### config.mk
export PLATFORM = sky130hd
export DESIGN_NAME = tank_sprite_fetcher
export DESIGN_NICKNAME = d
export VERILOG_FILES = /design/src/rtl/tank_sprite_fetcher.sv
export SDC_FILE = /design/constraint.sdc
export NUM_CORES = 1
export LEC_CHECK = 0
export ABC_AREA = 1
export CELL_PAD_IN_SITES_DETAIL_PLACEMENT = 0
export CELL_PAD_IN_SITES_GLOBAL_PLACEMENT = 1
export CORE_ASPECT_RATIO = 0.8
export CORE_MARGIN = 3
export CORE_UTILIZATION = 37
export DETAILED_ROUTE_END_ITERATION = 8
export GPL_ROUTABILITY_DRIVEN = 0
export GPL_TIMING_DRIVEN = 1
export PLACE_DENSITY_LB_ADDON = 0.12
export SLEW_MARGIN = 20
export SYNTH_ARGS = -nofsm -noshare
export SYNTH_HDL_FRONTEND = slang
export SYNTH_SLANG_ARGS = --single-unit
### constraint.sdc
create_clock -name Clk -period 3.7 [get_ports Clk]
set_clock_uncertainty 0.15 [all_clocks]
set_input_delay 0.925 -clock Clk [delete_from_list [all_inputs] [get_ports Clk]]
set_output_delay 0.925 -clock Clk [all_outputs]
set_load 0.02 [all_outputs]
### src/rtl/tank_sprite_fetcher.sv
// Per-scanline sprite row fetcher: loads the tank's ROM row into a line buffer during hblank
// and streams 2-bit palette indices as the beam crosses the sprite.
module tank_sprite_fetcher #(
  parameter int ADDR_W      = 11,
  parameter int SPR_W       = 13,
  parameter int SPR_H       = 16,
  parameter int SPRITE_BASE = 0,
  parameter int ROM_LAT     = 1
) (
  input  logic                 Clk,
  input  logic                 Reset,
  input  logic                 line_start,
  input  logic [9:0]           LineY,
  input  logic [9:0]           DrawX,
  input  logic [9:0]           TankX,
  input  logic [9:0]           TankY,
  input  logic [1:0]           TankDir,
  output logic [ADDR_W-1:0]    rom_addr,
  input  logic [2*SPR_W-1:0]   rom_data,
  output logic                 pix_valid,
  output logic [1:0]           pix_idx,
  output logic                 busy
);

  localparam logic [1:0] ST_IDLE = 2'd0;
  localparam logic [1:0] ST_WAIT = 2'd1;
  localparam logic [1:0] ST_LOAD = 2'd2;

  localparam int CNT_W = (ROM_LAT > 1) ? $clog2(ROM_LAT) : 1;
  localparam logic [CNT_W-1:0] CNT_LAST = CNT_W'(ROM_LAT - 1);

  logic [1:0]         state_q,   state_d;
  logic [CNT_W-1:0]   cnt_q,     cnt_d;
  logic [ADDR_W-1:0]  addr_q,    addr_d;
  logic               busy_q,    busy_d;
  logic               row_hit_q, row_hit_d;
  logic [2*SPR_W-1:0] row_buf_q, row_buf_d;
  logic [9:0]         sx_q,      sx_d;
  logic               pix_valid_q, pix_valid_d;
  logic [1:0]         pix_idx_q,   pix_idx_d;

  logic [10:0]        row_s;
  logic               row_ok_s;
  logic [ADDR_W-1:0]  fetch_addr_s;
  logic [10:0]        col_s;
  logic               col_hit_s;
  logic [10:0]        shift_s;
  logic [1:0]         idx_s;

  // Row/column offsets are 11-bit differences so a negative offset shows up in bit 10 instead of wrapping
  always_comb begin
    row_s        = {1'b0, LineY} - {1'b0, TankY};
    row_ok_s     = (row_s[10] == 1'b0) && (row_s < 11'(SPR_H));
    fetch_addr_s = ADDR_W'(SPRITE_BASE) + ADDR_W'(TankDir) * ADDR_W'(SPR_H) + ADDR_W'(row_s);
    col_s        = {1'b0, DrawX} - {1'b0, sx_q};
    col_hit_s    = row_hit_q && (col_s[10] == 1'b0) && (col_s < 11'(SPR_W));
    if (col_hit_s) begin
      shift_s = 11'(2 * (SPR_W - 1)) - {col_s[9:0], 1'b0};
    end else begin
      shift_s = 11'd0;
    end
    idx_s = 2'(row_buf_q >> shift_s);
  end

  // Fetch FSM; a line_start in any state restarts the fetch with freshly captured shadows
  always_comb begin
    state_d   = state_q;
    cnt_d     = cnt_q;
    addr_d    = addr_q;
    busy_d    = busy_q;
    row_hit_d = row_hit_q;
    row_buf_d = row_buf_q;
    sx_d      = sx_q;
    if (line_start) begin
      sx_d      = TankX;
      row_hit_d = 1'b0;
      cnt_d     = {CNT_W{1'b0}};
      if (row_ok_s) begin
        addr_d  = fetch_addr_s;
        busy_d  = 1'b1;
        state_d = ST_WAIT;
      end else begin
        busy_d  = 1'b0;
        state_d = ST_IDLE;
      end
    end else begin
      case (state_q)
        ST_IDLE: begin
          state_d = ST_IDLE;
        end
        ST_WAIT: begin
          if (cnt_q == CNT_LAST) begin
            state_d = ST_LOAD;
          end else begin
            cnt_d = cnt_q + CNT_W'(1);
          end
        end
        ST_LOAD: begin
          row_buf_d = rom_data;
          row_hit_d = 1'b1;
          busy_d    = 1'b0;
          state_d   = ST_IDLE;
        end
        default: begin
          busy_d  = 1'b0;
          state_d = ST_IDLE;
        end
      endcase
    end
  end

  // Pixel stage: index 0 is transparent, so it never raises pix_valid
  always_comb begin
    if (col_hit_s) begin
      pix_idx_d   = idx_s;
      pix_valid_d = (idx_s != 2'd0);
    end else begin
      pix_idx_d   = 2'd0;
      pix_valid_d = 1'b0;
    end
  end

  // State and output registers
  always_ff @(posedge Clk or negedge Reset) begin
    if (!Reset) begin
      state_q     <= ST_IDLE;
      cnt_q       <= {CNT_W{1'b0}};
      addr_q      <= {ADDR_W{1'b0}};
      busy_q      <= 1'b0;
      row_hit_q   <= 1'b0;
      row_buf_q   <= {(2*SPR_W){1'b0}};
      sx_q        <= 10'd0;
      pix_valid_q <= 1'b0;
      pix_idx_q   <= 2'd0;
    end else begin
      state_q     <= state_d;
      cnt_q       <= cnt_d;
      addr_q      <= addr_d;
      busy_q      <= busy_d;
      row_hit_q   <= row_hit_d;
      row_buf_q   <= row_buf_d;
      sx_q        <= sx_d;
      pix_valid_q <= pix_valid_d;
      pix_idx_q   <= pix_idx_d;
    end
  end

  assign rom_addr  = addr_q;
  assign busy      = busy_q;
  assign pix_valid = pix_valid_q;
  assign pix_idx   = pix_idx_q;

endmodule

## After elaboration in Yosys (flattened, before gate mapping)

Index checks and enable logic that the tools add are counted.

| word-level totals | value |
|---|---|
| register bits after elaboration | 55 |
| input port bits | 71 |
| output and inout port bits | 15 |
| logic and storage cells | 49 |

| operators by class | value |
|---|---|
| add/subtract/negate cells | 5 |
| magnitude comparators | 2 |
| eq/ne operators | 4 |
| shift-type cells | 1 |
| muxes and demuxes | 15 |
| bitwise gates (word level) | 3 |
| reductions and logical operators | 10 |

Operators by type and width:

| operator | count |
|---|---|
| $shr A26 B11 Y2 | 1 |
| $sub A10 B10 Y11 | 2 |
| $add A6 B11 Y11 | 1 |
| $lt A11 B4 Y1 const B | 1 |
| $lt A11 B5 Y1 const B | 1 |
| $mux W11 | 1 |
| $sub A5 B11 Y11 const A | 1 |
| $mux W1 | 10 |
| $mux W2 | 4 |
| $reduce_bool A2 Y1 | 3 |
| $reduce_and A2 Y1 | 2 |
| $logic_and A1 B1 Y1 | 3 |
| $ne A3 B3 Y1 const B | 1 |
| $not A1 Y1 | 3 |
| $eq A2 B1 Y1 const B | 1 |
| $eq A2 B2 Y1 const B | 1 |
| $logic_not A2 Y1 | 1 |
| $ne A2 B1 Y1 const B | 1 |
| $reduce_or A2 Y1 | 1 |
| $add A1 B1 Y1 const B | 1 |

## Longest topological paths before layout

| logic depth | value |
|---|---|
| word-level depth | 8 |
| gate-level depth with buffers | 21 |
| gate-level depth less buffers | 20 |

## Worst setup path before layout

No wires, ideal clock.

| path | value |
|---|---|
| path kind | input to register |
| start | input DrawX[0] |
| end | register pix_valid_q, in the netlist pix_valid |
| library setup time | 0.119 ns |
| data arrival time | 2.862 ns |
| data required time | 3.431 ns |
| path slack | 0.569 ns |
| stages on the path | 19 |
| path buffers | 0 |
| cell sequence | inv_1 > ha_1 > fa_1 > inv_1 > nand2_1 > nand2_2 > nand3_1 > nand2_1 > nand2_1 > nand2_1 > nand3_2 > nor2_4 > nand3_2 > o21ai_0 > nand3_1 > nand2_1 > nand2_1 > nand2_1 > nand2_1 |

| on the way | value |
|---|---|
| longest elaborated chain between the ends | 8 |
| elaborated cells between the ends (all ways) | 10 |
| those cells by class | add/sub: 2; order compare: 1; shift: 1; mux: 2; bitwise: 1; reduce/logical: 3 |

RTL lines:

| item | line | RTL |
|---|---|---|
| start: declaration | 14 | `input logic [9:0] DrawX,` |
| $sub A10 B10 Y11 (*) | 55 | `col_s = {1'b0, DrawX} - {1'b0, sx_q};` |
| branches (longest 6 deep; another with $lt A11 B4 Y1) | - |  |
| $mux W1 (*) | 114 | `if (col_hit_s) begin` |
| net pix_valid_d | 39 | `logic pix_valid_q, pix_valid_d;` |
| end signal: assignment | 143 | `pix_valid_q <= pix_valid_d;` |
| end: declaration | 39 |  |

Mark *: on every way through the listed nets, which the timed path passes.
A chain may end at the register's enable or synchronous reset.

## Worst setup path after layout

Ends and elaborated chain as after synthesis.

==> flow_summary_export.csv <==
group,metric,value,unit
clocking,clk_pin_slew,0.07,ns
sta,setup_tns,0,ns
logic_synthesis,syn-num-nets,559,
worst_hold_path,worstHoldPathType,"reg -> reg",
setup_path,worstSetupStartpointType,"input pin",
logic_synthesis,synth.largest_area_cell,"dfrtp_1",
logic_synthesis,netlist_instances,463,
logic_synthesis,synthesis.area,3630,um2
setup_path,cp_max_fo,5,
power_and_ir_drop,p_per_area,360,nW/um2
power_and_ir_drop,leakagePower,2.52,nW
logic_synthesis,post-synth-top-count-cell,"nand2_1",
clocking,cts-root-buf,"clkbuf_16",
cells_and_area,area_delta_synth_final,33.9,%
sta,slew_headroom,66.7,%
clocking,clock-sinks,54,
logic_synthesis,synth_top_flop_cell,"dfrtp_1",
clocking,clock_latency,0.30,ns
setup_path,crit_chain,"clkdlybuf4s50_1, inv_1, ha_1, fa_2, inv_1, nand2_1, nand2_2, nand3_1, nand2_1, nand2_1, nand2_1, nand3_2, nor2_4, buf_4, nand4_1, nand3_1, nand3_1, nand2_1, nand2_1, nand3_1, nand2_1",
logic_synthesis,async_reset_ff_share,100,%
sta,finalHoldViolCount,0,
logic_synthesis,avgSynthCellArea,7.83,um2
floorplanning,start_util,39.0,%
grt,grt_util_all_layers,16.6,%
grt,grt-ovfl-total,0,
floorplanning,dieArea,11000,um2
route,drt_iter0_drc,131,
placement,place.port_buffers,85,
setup_path,reg2regPathDepth,19,
job,drv_cap,0,
route,drc_errors,0,
setup_path,crit-reg2reg-launch,"sx_q[0]",
setup_path,path_class,"in -> reg",
clocking,htreeDepth,2,
clocking,hold_buffers,0,
sta,drv_slew,0,
worst_hold_path,whs_endpoint,"rom_addr[10]",
logic_synthesis,yosys-top-cells-area,"dfrtp_1 37%, nand2_1 11%, inv_1 8.5%",
route,dr.pass1.iters,4,
sta,max_clock_freq,282,MHz
logic_synthesis,yosysWarnings,0,
setup_path,r2r_slack,0.89,ns
floorplanning,die_h,94.6,um
power_and_ir_drop,finalPower,0.00175,W
worst_hold_path,holdPathStages,2,
logic_synthesis,ys_types,34,
setup_path,cpLargestDelayFamily,"simple AND/OR/NAND/NOR gates",
setup_path,arrival,3.58,ns
route,routed_wl,8.73,mm
setup_path,cp.required,3.74,ns
setup_path,max_stage_delay,0.45,ns
setup_path,cp_num_cells,21,
cells_and_area,drive_gt1_share,13.2,%
floorplanning,core_region_area,9310,um2
route,antenna_left,0,
cells_and_area,finish.net_count,657,
route,viasPerCell,4.82,
setup_path,crit_top_cell,"nand2_1",
worst_hold_path,worstHoldStart,"rom_addr[10]",
grt,grt_pass1_wl,14.6,mm
route,dr_total_vias,3260,
sta,fin_crit,3.55,ns
logic_synthesis,synth_common_cells,"109 x nand2_1, 82 x inv_1, 54 x dfrtp_1",
cells_and_area,fin_util,52.2,%
setup_path,worstReg2RegEnd,"pix_valid",
logic_synthesis,synth_edf_count,0,
sta,setup_violations,0,
status,outcome,"completed",
setup_path,cp_slowest_cell,"clkdlybuf4s50_1",
logic_synthesis,yosysTopAreaCellShare,37.3,%
sta,fin_crit_sh,95.9,%
clocking,cts_buffers,5,
floorplanning,io_pins,86,
grt,grt_pass1_vias,3228,
clocking,clock_path_buffers,2,
clocking,post_cts_buffers,0,
grt,antenna_found_initial,0,
sta,holdWs,0.328,ns
power_and_ir_drop,peakVddDrop,0.192,mV
setup_path,crit_path_end_kind,"register",
logic_synthesis,synth-seq-cells,54,
route,routedWlPerCell,12.9,um
placement,hpwlAfterDp,7.05,mm
sta,worstMarginPinSlew,0.499,ns
floorplanning,die_w,117,um
logic_synthesis,seq_area_frac_synth,37.3,%
floorplanning,rows,31,
grt,grt_max_degree,40,
clocking,cts_tree,"yes",
cells_and_area,diodes,0,
setup_path,crit_buf_inv,4,
metal layers:
layer / up-vias / wire length [um] / global-route usage [%]
li1: 1666 / - / -
met1: 1505 / 4180 / 22.9
met2: 76 / 3800 / 25.1
met3: 13 / 612 / 5.25
met4: 0 / 129 / 4.58
met5: - / 0 / 0
registers in the layout, indices dropped and copies added, names as in the netlist:
| signal | cells |
|---|---|
| busy | 1 |
| pix_idx | 2 |
| pix_valid | 1 |
| rom_addr | 11 |
| row_buf_q | 26 |
| row_hit_q | 1 |
| state_q | 2 |
| sx_q | 10 |
how the worst max path moves through the flow:
stage / startpoint / end / slack, ns
2_1_floorplan: DrawX[0] / pix_valid / 0.57
3_3_place_gp: DrawX[0] / pix_valid / -0.17
5_1_grt: DrawX[0] / pix_valid / -0.01
4_1_cts: DrawX[0] / pix_valid / 0.08
6_report: DrawX[0] / pix_valid / 0.15
3_5_place_dp: DrawX[0] / pix_valid / -0.21
logic make-up (layout without fill, tap and decap cells):
group	count (synthesis)	count (layout)	synth area share, %
flops	54	54	37.3
xor+xnor	10	10	2.41
compound gates	58	58	9.69
mux	14	14	4.35
simple gates	208	208	26.5
fa+ha+maj	25	25	9.24
buf+inv	94	193	10.6
cells in the final DEF (no fill, tap or decap), types with 7 or more instances in the layout:
cell             netlist  routed
nand3_1               31      31
o21ai_0               17      15
inv_1                 82      82
dfrtp_1               54      54
nand2_1              109     109
buf_4                  0      14
xor2_1                 7       7
clkdlybuf4s50_1        0      84
nand4_1               10      10
mux2_2                14      14
nor2_1                32      32
ha_1                  22      22
a21oi_1               24      24
repair_timing:
item	4_1_cts	5_1_grt
setup endpoints to repair	0	3
gates resized for setup	0	8
endpoints found under the hold margin	0	0
cell type report:
class | count | area [um2]
inverter | 83 | 312
multi-input combinational | 315 | 1910
tap | 115 | 144
clock buffer | 5 | 125
clock inverter | 3 | 23.8
sequential | 54 | 1350
fill | 929 | 4450
timing repair buffer | 102 | 993
worst min-delay path, delay by kind of cell, from the launching register on:
kind,cells,cell delay (ns)
buf+inv,1,0.04
flops,1,0.36
simple gates,1,0.05
stage by stage:
| stage | instances | setup WS, ns | instance area, um2 |
|---|---|---|---|
| floorplan | 463 | 0.569 | 3630 |
| global placement | 668 | -0.173 | 4680 |
| detailed placement | 668 | -0.211 | 4680 |
| CTS | 676 | 0.0770 | 4830 |
| global route | 677 | -0.0104 | 4860 |
| finish | 677 | 0.153 | 4860 |
power breakdown:
part           internal, W  total (W)  leakage (nW)  switching [W]
registers         0.000645   0.000673         0.674      0.0000275
clock network     0.000254   0.000482        0.0664       0.000229
logic             0.000271   0.000595          1.78       0.000324
total              0.00117    0.00175          2.52       0.000580
No activity file was read; power rests on OpenSTA's default activity.
